**src/rtl/rr_grant_ctrl.sv**
```systemverilog
// rtl/rr_grant_ctrl.sv - grant-holding controller downstream of a round-robin arbiter
// Holds the arbiter's winner until release, withdrawal or hold limit, then feeds it back as lowp.
module rr_grant_ctrl #(
  parameter int MAX_HOLD = 15,
  parameter int CNT_W    = 8
) (
  input  logic             clk,
  input  logic             rst,
  input  logic [7:0]       reqs_i,
  input  logic [2:0]       arb_grant_i,
  input  logic             arb_any_i,
  input  logic             release_i,
  output logic [2:0]       lowp_o,
  output logic             grant_valid_o,
  output logic [2:0]       grant_idx_o,
  output logic [7:0]       grant_onehot_o,
  output logic             timeout_o,
  output logic [CNT_W-1:0] grant_cnt_o
);

  typedef enum logic [1:0] {
    S_IDLE = 2'd0,
    S_BUSY = 2'd1,
    S_GAP  = 2'd2
  } state_t;

  localparam logic [7:0] HOLD_LAST = 8'(MAX_HOLD - 1);

  state_t           r_state;
  logic [7:0]       r_hold;
  logic [2:0]       r_lowp;
  logic             r_valid;
  logic [2:0]       r_grant_idx;
  logic [7:0]       r_onehot;
  logic             r_timeout;
  logic [CNT_W-1:0] r_cnt;

  logic       w_req_ok;
  logic       w_owner_req;
  logic       w_hold_hit;
  logic       w_release;
  logic       w_forced;
  logic       w_cnt_sat;
  logic [7:0] w_onehot_next;

  // An inconsistent arbiter (winner bit not actually requesting) never produces a grant.
  assign w_req_ok      = arb_any_i & reqs_i[arb_grant_i];
  assign w_owner_req   = reqs_i[r_grant_idx];
  assign w_hold_hit    = (r_hold == HOLD_LAST);
  assign w_release     = release_i | ~w_owner_req | w_hold_hit;
  assign w_forced      = w_hold_hit & ~release_i & w_owner_req;
  assign w_cnt_sat     = &r_cnt;
  assign w_onehot_next = 8'b1 << arb_grant_i;

  always_ff @(posedge clk or posedge rst) begin
    if (rst) begin
      r_state     <= S_IDLE;
      r_hold      <= 8'd0;
      r_lowp      <= 3'd7;
      r_valid     <= 1'b0;
      r_grant_idx <= 3'd0;
      r_onehot    <= 8'd0;
      r_timeout   <= 1'b0;
      r_cnt       <= '0;
    end else begin
      r_timeout <= 1'b0;
      case (r_state)
        S_IDLE: begin
          if (w_req_ok) begin
            r_state     <= S_BUSY;
            r_grant_idx <= arb_grant_i;
            r_onehot    <= w_onehot_next;
            r_valid     <= 1'b1;
            r_hold      <= 8'd0;
          end
        end
        S_BUSY: begin
          if (w_release) begin
            r_state   <= S_GAP;
            r_valid   <= 1'b0;
            r_onehot  <= 8'd0;
            r_lowp    <= r_grant_idx;
            r_timeout <= w_forced;
            if (!w_cnt_sat) begin
              r_cnt <= r_cnt + CNT_W'(1);
            end
          end else begin
            r_hold <= r_hold + 8'd1;
          end
        end
        S_GAP: begin
          // One dead cycle lets the arbiter re-evaluate with the updated lowp.
          r_state <= S_IDLE;
        end
        default: begin
          r_state <= S_IDLE;
        end
      endcase
    end
  end

  assign lowp_o         = r_lowp;
  assign grant_valid_o  = r_valid;
  assign grant_idx_o    = r_grant_idx;
  assign grant_onehot_o = r_onehot;
  assign timeout_o      = r_timeout;
  assign grant_cnt_o    = r_cnt;

endmodule

```
**config.mk**
```make
export PLATFORM = sky130hd
export DESIGN_NAME = rr_grant_ctrl
export DESIGN_NICKNAME = d
export VERILOG_FILES = /design/src/rtl/rr_grant_ctrl.sv
export SDC_FILE = /design/constraint.sdc
export NUM_CORES = 1
export LEC_CHECK = 0
export ABC_AREA = 1
export CORE_ASPECT_RATIO = 1.1
export CORE_UTILIZATION = 55
export DETAILED_ROUTE_END_ITERATION = 8
export PLACE_DENSITY = 0.84
export SKIP_CTS_REPAIR_TIMING = 1
export SLEW_MARGIN = 30
export SYNTH_ARGS = -nofsm -noshare
export SYNTH_HDL_FRONTEND = slang
export SYNTH_SLANG_ARGS = --single-unit
```
**constraint.sdc**
```tcl
create_clock -name clk -period 4.7 [get_ports clk]
set_input_delay 1.175 -clock clk [delete_from_list [all_inputs] [get_ports clk]]
set_output_delay 1.175 -clock clk [all_outputs]
set_load 0.02 [all_outputs]
```
==> results of run 1 <==
-- cells by family after synthesis --
logic type	count (synthesis)	share of synthesized area
and+or+nand+nor	148	0.379
DFF	34	0.445
buffers and inverters	33	0.0788
xor gates and xnor gates	11	0.0502
AOI/OAI and AO/OA	10	0.0280
adders and majority gates	3	0.0195
-- registers in the layout, summed over array words and instances, names as in the netlist --
name	count
r_hold	8
grant_idx_o	3
grant_onehot_o	8
grant_cnt_o	8
grant_valid_o	1
lowp_o	3
r_state	2
timeout_o	1
-- worst paths after layout --
check	start	end	slack, ns	depth (start not counted)
worst max-delay path	arb_grant_i[1]	r_hold[1]	1.94	10
worst min-delay path	lowp_o[2]	lowp_o[2]	0.50	2
worst max register to register	r_state[1]	r_hold[0]	2.76	5
worst min register to register	lowp_o[2]	lowp_o[2]	0.50	2
max in group asynchronous	rst	r_hold[3]	2.91	3
min in group asynchronous	rst	grant_onehot_o[2]	1.20	2
-- through the flow --
step                      setup WS [ns]   util  instances  hold slack (ns)  cell area [um^2]
after global placement             1.66  0.698        322            0.463              2330
final                              1.94  0.723        330            0.497              2410
after CTS                          1.94  0.723        330            0.499              2410
after floorplan                    2.57      -        239            0.471              1920
after detailed placement           1.56  0.698        322            0.468              2330
after global routing               1.74  0.723        330            0.520              2410
-- per-layer routing --
metal,global-route usage,vias to the layer above,part of all wire
met4,0.107,0,0.023
met3,0.0648,11,0.048
li1,-,865,-
met2,0.365,49,0.46
met5,0,-,0
met1,0.334,817,0.47
-- critical path, cell delays in order --
cell,delay (ns)
clkdlybuf4s50_1,0.52
inv_1,0.09
nor2_2,0.15
nand2_1,0.07
o21ai_1,0.11
inv_1,0.06
nand3_1,0.09
nand3b_2,0.40
nand3_1,0.25
nand2_1,0.07
-- power by group through the flow --
| stage | clock network [W] | registers (W) | logic, W |
|---|---|---|---|
| 2_1_floorplan | 0 | 0.000503 | 0.000254 |
| 4_1_cts | 0.000222 | 0.000435 | 0.000491 |
| 3_5_place_dp | 0 | 0.000441 | 0.000489 |
| 3_3_place_gp | 0 | 0.000438 | 0.000477 |
| 5_1_grt | 0.000231 | 0.000445 | 0.000540 |
| 6_report | 0.000216 | 0.000435 | 0.000489 |
-- cells in the mapped netlist --
master | instances | area [um^2]
a21oi_1 | 3 | 15.0
dfrtp_1 | 31 | 776
inv_2 | 1 | 3.75
inv_1 | 27 | 101
nor3b_1 | 2 | 15.0
buf_6 | 2 | 22.5
nand3_2 | 7 | 70.1
nand2_1 | 78 | 293
o21ai_1 | 1 | 5.00
nand4_2 | 1 | 12.5
dfstp_2 | 3 | 78.8
nand2_2 | 1 | 6.26
clkinv_1 | 1 | 3.75
nand3b_2 | 1 | 11.3
a21oi_2 | 1 | 8.76
nor3_1 | 5 | 25.0
nor2_1 | 11 | 41.3
buf_2 | 1 | 5.00
xor2_1 | 8 | 70.1
nand4_4 | 1 | 21.3
o21ai_0 | 5 | 25.0
nand3_1 | 24 | 120
nor2_2 | 1 | 6.26
xnor2_1 | 3 | 26.3
buf_8 | 1 | 15.0
nand2_4 | 1 | 11.3
ha_1 | 3 | 37.5
nand4_1 | 15 | 93.8
-- final cells by class --
cell class,count,area (um^2)
Clock buffer,5,37.5
Fill cell,246,922
Sequential cell,34,855
Timing Repair Buffer,39,388
Multi-Input combinational cell,172,915
Clock inverter,3,45.0
Inverter,29,109
Tap cell,48,60.1
==> flow_summary.json, run 1 <==
{
  "start_util": 0.577,
  "io_pins": 39,
  "antennaDiodeCount": 0,
  "synth.distinct_cells": 28,
  "grt_pass1_wl_um": 6990,
  "start_kind": "primary input",
  "drtIter0Drc": 102,
  "power.internal_w": 0.000678,
  "fmax_ghz": 0.362,
  "clkLatencyLatePin_ns": 0.34,
  "die_area_um2": 3730,
  "cp_max_fo": 22,
  "cts_num_sinks": 34,
  "cts.clk_slew.worst_paths_ns": 0.11,
  "layout_commonest_cell": "nand2_1",
  "routabilityCongestion": 0.958,
  "core.rowCount": 22,
  "h-tree-depth": 2,
  "seq_power_share": 0.382,
  "synth_warnings": 0,
  "netlist_area_um2": 1920,
  "switching_share": 0.405,
  "drc": 0,
  "dp_hpwl_um": 3000,
  "drive_above_1_share": 0.0957,
  "worst_setup_path_end_kind": "register",
  "hold_path.class": "register to register",
  "status": "finished, final reports clean",
  "final_cell_mix": "nand2_1 (78), clkdlybuf4s50_1 (38), dfrtp_1 (31)",
  "final.setup.tns_ns": 0,
  "first_pass_iters": 4,
  "p_clk_frac": 0.189,
  "hold_viol": 0,
  "vias": 1742,
  "io_buffers": 38,
  "nets": 299,
  "grt-ovfl-total": 0,
  "wl_per_cell_um": 12.3,
  "setup_violations": 0,
  "cp.required_ns": 4.94,
  "viasPerCell": 5.28,
  "syn_avg_cell_area_um2": 8.04,
  "switchingPower_w": 0.000461,
  "leakagePower_nw": 1.22,
  "grt_pass1_vias": 1608,
  "tightest_slew_ns": 0.937,
  "die_x_um": 58.3,
  "die_y_um": 64.0,
  "synthCells": 239,
  "power_w": 0.00114,
  "drv_cap": 0,
  "antenna_found_initial": 0,
  "area.growth.synth_to_final_pct": 25.4,
  "arrival_ns": 3.00,
  "grt_max_degree": 24,
  "relSlewSlack": 0.373,
  "power_density_nw_per_um2": 473,
  "clk_path_buf_depth": 2,
  "combPwrFrac": 0.429,
  "cts_tree": "done",
  "post-route-min-period_ns": 2.76,
  "ys_ff_latch": 34,
  "peakVddDrop_mv": 0.337,
  "maxSlewViolCount": 0,
  "core_um2": 3330,
  "finalWirelength_um": 4060,
  "synth_fp_nets": 257,
  "ant_nets": 0,
  "cts_made_buffers": 5,
  "worstSetupPathType": "primary input to register",
  "skew_ns": 0.00555,
  "rsz0062_at_grt": "no",
  "yosysSeqAreaShare": 0.445,
  "root_buffer": "clkbuf_4",
  "timing.final.crit_share": 0.588,
  "grt_usage": 0.245
}
Note: power is estimated with default switching activity, not from simulation.
==> inputs of run 2 (changes only) <==
Settings changed: CORE_UTILIZATION 55 to 51, PLACE_DENSITY 0.84 to 0.78.
Clock period 4.7 ns to 2.6 ns, I/O delays scaled along.
==> run 2 against run 1 <==
Register-to-register slack got worse by 1.9 ns. Sequential share of layout area shrank 0.76 points. Sequential power up 81%. Global-route usage down 1.8 points. Clock-buffer cell count rose by 1. Core utilization fell by 4.4 points. Die area rose by 7.6%. First-iteration DRC count down 24%. Worst setup slack worse by 1.4 ns. Highest routed layer unchanged.
==> flow_summary.json, run 2 (synthesis results as in run 1) <==
{
  "status": "finished, final reports clean",
  "cts_tree": "done",
  "routabilityCongestion": 0.968,
  "leakagePower_nw": 1.26,
  "path_buf_inv": 1,
  "grt_pass1_vias": 1527,
  "hold_depth": 2,
  "drtIter0Drc": 78,
  "antennaDiodeCount": 0,
  "start_util": 0.530,
  "hold_viol": 0,
  "h-tree-depth": 2,
  "root_buffer": "clkbuf_8",
  "antenna_found_initial": 0,
  "cp_max_fo": 7,
  "worstSetupPathType": "register to output port",
  "path_cells": "clkdlybuf4s50_1",
  "n_fill_cell": 322,
  "drv_cap": 0,
  "layout_commonest_cell": "nand2_1",
  "die_y_um": 66.4,
  "cts.clk_slew.worst_paths_ns": 0.07,
  "power_w": 0.00216,
  "grt_max_degree": 35,
  "post-route-min-period_ns": 2.08,
  "crit_family": "buffers and inverters",
  "arrival_ns": 1.43,
  "final.setup.tns_ns": 0,
  "die_area_um2": 4020,
  "cts_num_sinks": 34,
  "cts_made_buffers": 5,
  "clkLatencyLatePin_ns": 0.29,
  "clk_path_buf_depth": 2,
  "drive_above_1_share": 0.102,
  "slowest_delay_ns": 0.65,
  "die_x_um": 60.5,
  "nets": 302,
  "timing.final.crit_share": 0.799,
  "ant_nets": 0,
  "grt-ovfl-total": 0,
  "drc": 0,
  "core_um2": 3630,
  "vias": 1680,
  "io_buffers": 38,
  "path_depth": 1,
  "skew_ns": 0.00516,
  "rsz0062_at_grt": "no",
  "tightest_slew_ns": 0.422,
  "wl_per_cell_um": 11.7,
  "finalWirelength_um": 3900,
  "hold_path.class": "register to register",
  "setup_violations": 0,
  "viasPerCell": 5.01,
  "r2r_cells": 9,
  "power_density_nw_per_um2": 877,
  "worst_setup_path_end_kind": "output port",
  "relSlewSlack": 0.719,
  "grt_pass1_wl_um": 6640,
  "area.growth.synth_to_final_pct": 28.1,
  "cp.required_ns": 1.95,
  "fmax_ghz": 0.482,
  "maxSlewViolCount": 0,
  "grt_usage": 0.227,
  "dp_hpwl_um": 2920,
  "final_cell_mix": "nand2_1 (78), clkdlybuf4s50_1 (38), dfrtp_1 (31)",
  "first_pass_iters": 4,
  "cp_slowest_cell": "clkdlybuf4s50_1",
  "start_kind": "register",
  "core.rowCount": 23,
  "peakVddDrop_mv": 0.481,
  "io_pins": 39
}
==> run 2: cell count changes in the layout (fill, tap and decap cells not counted), sizes merged <==
cell	previous run	this run
buf	1	4
clkbuf	5	6
clkinvlp	2	1
inv	27	28
clkinv	2	1
==> run 2: cell type report <==
cell class | instances | area [um^2] | area share
clock buffer | 6 | 72.6 | 0.0295
tap | 50 | 62.6 | 0.0254
inverter | 29 | 109 | 0.0442
sequential | 34 | 855 | 0.347
timing repair buffer | 42 | 410 | 0.167
clock inverter | 2 | 37.5 | 0.0153
multi-input combinational | 172 | 915 | 0.372
==> run 2: path summary, 6_finish.rpt <==
kind | endpoint | from | slack [ns]
worst min-delay path | grant_valid_o | grant_valid_o | 0.49
min in group asynchronous | r_hold[3] | rst | 0.75
max in group asynchronous | lowp_o[0] | rst | 1.52
worst max-delay path | grant_idx_o[0] | grant_idx_o[0] | 0.52
worst min register to register | grant_valid_o | grant_valid_o | 0.49
worst max register to register | grant_cnt_o[7] | r_hold[0] | 0.83
==> run 2: metal layers <==
layer / vias to the layer above / share of wire / GRT usage
li1: 872 / - / -
met1: 775 / 0.48 / 0.285
met2: 30 / 0.48 / 0.356
met3: 3 / 0.030 / 0.0646
met4: 0 / 0.0090 / 0.102
met5: - / 0 / 0
==> run 2: tightest hold or removal path, cell delays in order, from the launching register on <==
cell and delay (ns):
dfrtp_1 0.35, nand2_1 0.06, nand2_1 0.05
==> run 2: per-stage QoR <==
stage	hold slack (ns)	std cells	util	cell area [um^2]	worst slack, ns
floorplan	0.471	239	-	1920	0.995
global placement	0.469	327	0.648	2350	0.293
detailed placement	0.469	327	0.648	2350	0.274
CTS	0.494	335	0.679	2460	0.508
global route	0.507	335	0.679	2460	0.426
finish	0.488	335	0.679	2460	0.524
==> run 2: power breakdown <==
part           switching (W)  internal (W)
Sequential          0.000119      0.000669
Clock               0.000195      0.000286
Combinational       0.000517      0.000372
==> inputs of run 3 (changes only) <==
Clock period 2.6 ns to 2 ns, I/O delays scaled along.
==> run 3 against run 2 <==
Worst hold slack got worse by 0.0059 ns. Via count increased by 4.1%. Die area unchanged. Clock-buffer cell count increased by 1. Final area increased by 4.2%. Wire length increased by 12%. First-iteration DRC count increased by 86%.
==> flow_summary.json, run 3 (synthesis results as in run 1) <==
{
  "grt_usage": 0.251,
  "first_pass_iters": 4,
  "holdPathEnd": "grant_valid_o",
  "tightest_slew_ns": 0.466,
  "fin_cells": 348,
  "grt_pass1_wl_um": 7400,
  "fmax_ghz": 0.516,
  "area.growth.synth_to_final_pct": 33.6,
  "grt_max_degree": 25,
  "grt-ovfl-total": 0,
  "hold_depth": 2,
  "n_fill_cell": 316,
  "r2r_cells": 9,
  "io_buffers": 38,
  "finalWirelength_um": 4380,
  "skew_ns": 0.00954,
  "core.rowCount": 23,
  "routabilityCongestion": 0.906,
  "ant_nets": 0,
  "rr_startpoint": "r_hold[0]",
  "die_x_um": 60.5,
  "clk_path_buf_depth": 2,
  "die_area_um2": 4020,
  "layout_commonest_cell": "nand2_1",
  "hold_path.class": "register to register",
  "path_buf_inv": 1,
  "start_kind": "register",
  "nets": 315,
  "cts_tree": "done",
  "maxSlewViolCount": 0,
  "io_pins": 39,
  "arrival_ns": 1.44,
  "cp_max_fo": 7,
  "setup_violations": 0,
  "dp_hpwl_um": 3210,
  "cts_num_sinks": 34,
  "hold_viol": 0,
  "cts_made_buffers": 5,
  "die_y_um": 66.4,
  "r2r_end": "grant_cnt_o[4]",
  "drv_cap": 0,
  "drc": 0,
  "timing.final.crit_share": 0.969,
  "h-tree-depth": 2,
  "cp_slowest_cell": "clkdlybuf4s50_1",
  "cp.required_ns": 1.50,
  "start_util": 0.530,
  "worstHoldStart": "grant_valid_o",
  "regToRegSetupSlack_ns": 0.29,
  "viasPerCell": 5.03,
  "power_w": 0.00277,
  "grt_pass1_vias": 1727,
  "wl_per_cell_um": 12.6,
  "final_cell_mix": "nand2_1 (78), clkdlybuf4s50_1 (38), dfrtp_1 (31)",
  "antenna_found_initial": 0,
  "worstSetupPathType": "register to output port",
  "root_buffer": "clkbuf_8",
  "crit_family": "buffers and inverters",
  "relSlewSlack": 0.689,
  "cts.clk_slew.worst_paths_ns": 0.07,
  "slowest_delay_ns": 0.66,
  "power_density_nw_per_um2": 1080,
  "worst_setup_path_end_kind": "output port",
  "place_inst": 340,
  "rsz0062_at_grt": "no",
  "core_um2": 3630,
  "clkLatencyLatePin_ns": 0.29,
  "drtIter0Drc": 145,
  "post-route-min-period_ns": 1.94,
  "drive_above_1_share": 0.141,
  "path_cells": "clkdlybuf4s50_1",
  "regArea_um2": 855,
  "leakagePower_nw": 1.33,
  "antennaDiodeCount": 0,
  "peakVddDrop_mv": 0.626,
  "multi_input_area_um2": 915,
  "vias": 1749,
  "status": "finished, final reports clean"
}
run 3: per-stage QoR:
stage / setup TNS (ns) / worst slack [ns] / util / hold slack [ns] / instance area [um^2]
floorplan: 0 / 0.395 / - / 0.471 / 1920
global placement: -1.14 / -0.0683 / 0.682 / 0.463 / 2470
detailed placement: -2.42 / -0.149 / 0.682 / 0.463 / 2470
CTS: 0 / 0.0528 / 0.707 / 0.483 / 2560
global route: 0 / 0.0127 / 0.707 / 0.528 / 2560
finish: 0 / 0.0625 / 0.707 / 0.482 / 2560
run 3: final cells by class:
type,count,area share
clock buffers,7,0.0337
repair buffers,55,0.208
inverters,29,0.0424
multi-input cells,172,0.357
flip-flops and latches,34,0.333
clock inverters,1,0.00195
well taps,50,0.0244
run 3: report_power, final:
| part | leakage, nW | switching, W | internal [W] | total, W |
|---|---|---|---|---|
| registers | 0.447 | 0.000162 | 0.000870 | 0.00103 |
| clock network | 0.0482 | 0.000246 | 0.000278 | 0.000523 |
| logic | 0.831 | 0.000696 | 0.000517 | 0.00121 |
| total | 1.33 | 0.00110 | 0.00166 | 0.00277 |
run 3: layer usage:
metal,share of wire,GRT usage
met1,0.44,0.310
met2,0.49,0.411
met3,0.045,0.0587
met4,0.020,0.111
met5,0,0
run 3: worst max-delay path by stage:
stage | slack, ns | to | from | cells past startpoint
2_1_floorplan | 0.40 | grant_cnt_o[2] | grant_cnt_o[0] | 7
3_3_place_gp | -0.07 | r_hold[2] | arb_grant_i[0] | 9
3_5_place_dp | -0.15 | grant_onehot_o[7] | arb_grant_i[0] | 9
4_1_cts | 0.05 | grant_idx_o[0] | grant_idx_o[0] | 1
5_1_grt | 0.01 | grant_idx_o[0] | grant_idx_o[0] | 1
6_report | 0.06 | grant_idx_o[0] | grant_idx_o[0] | 1
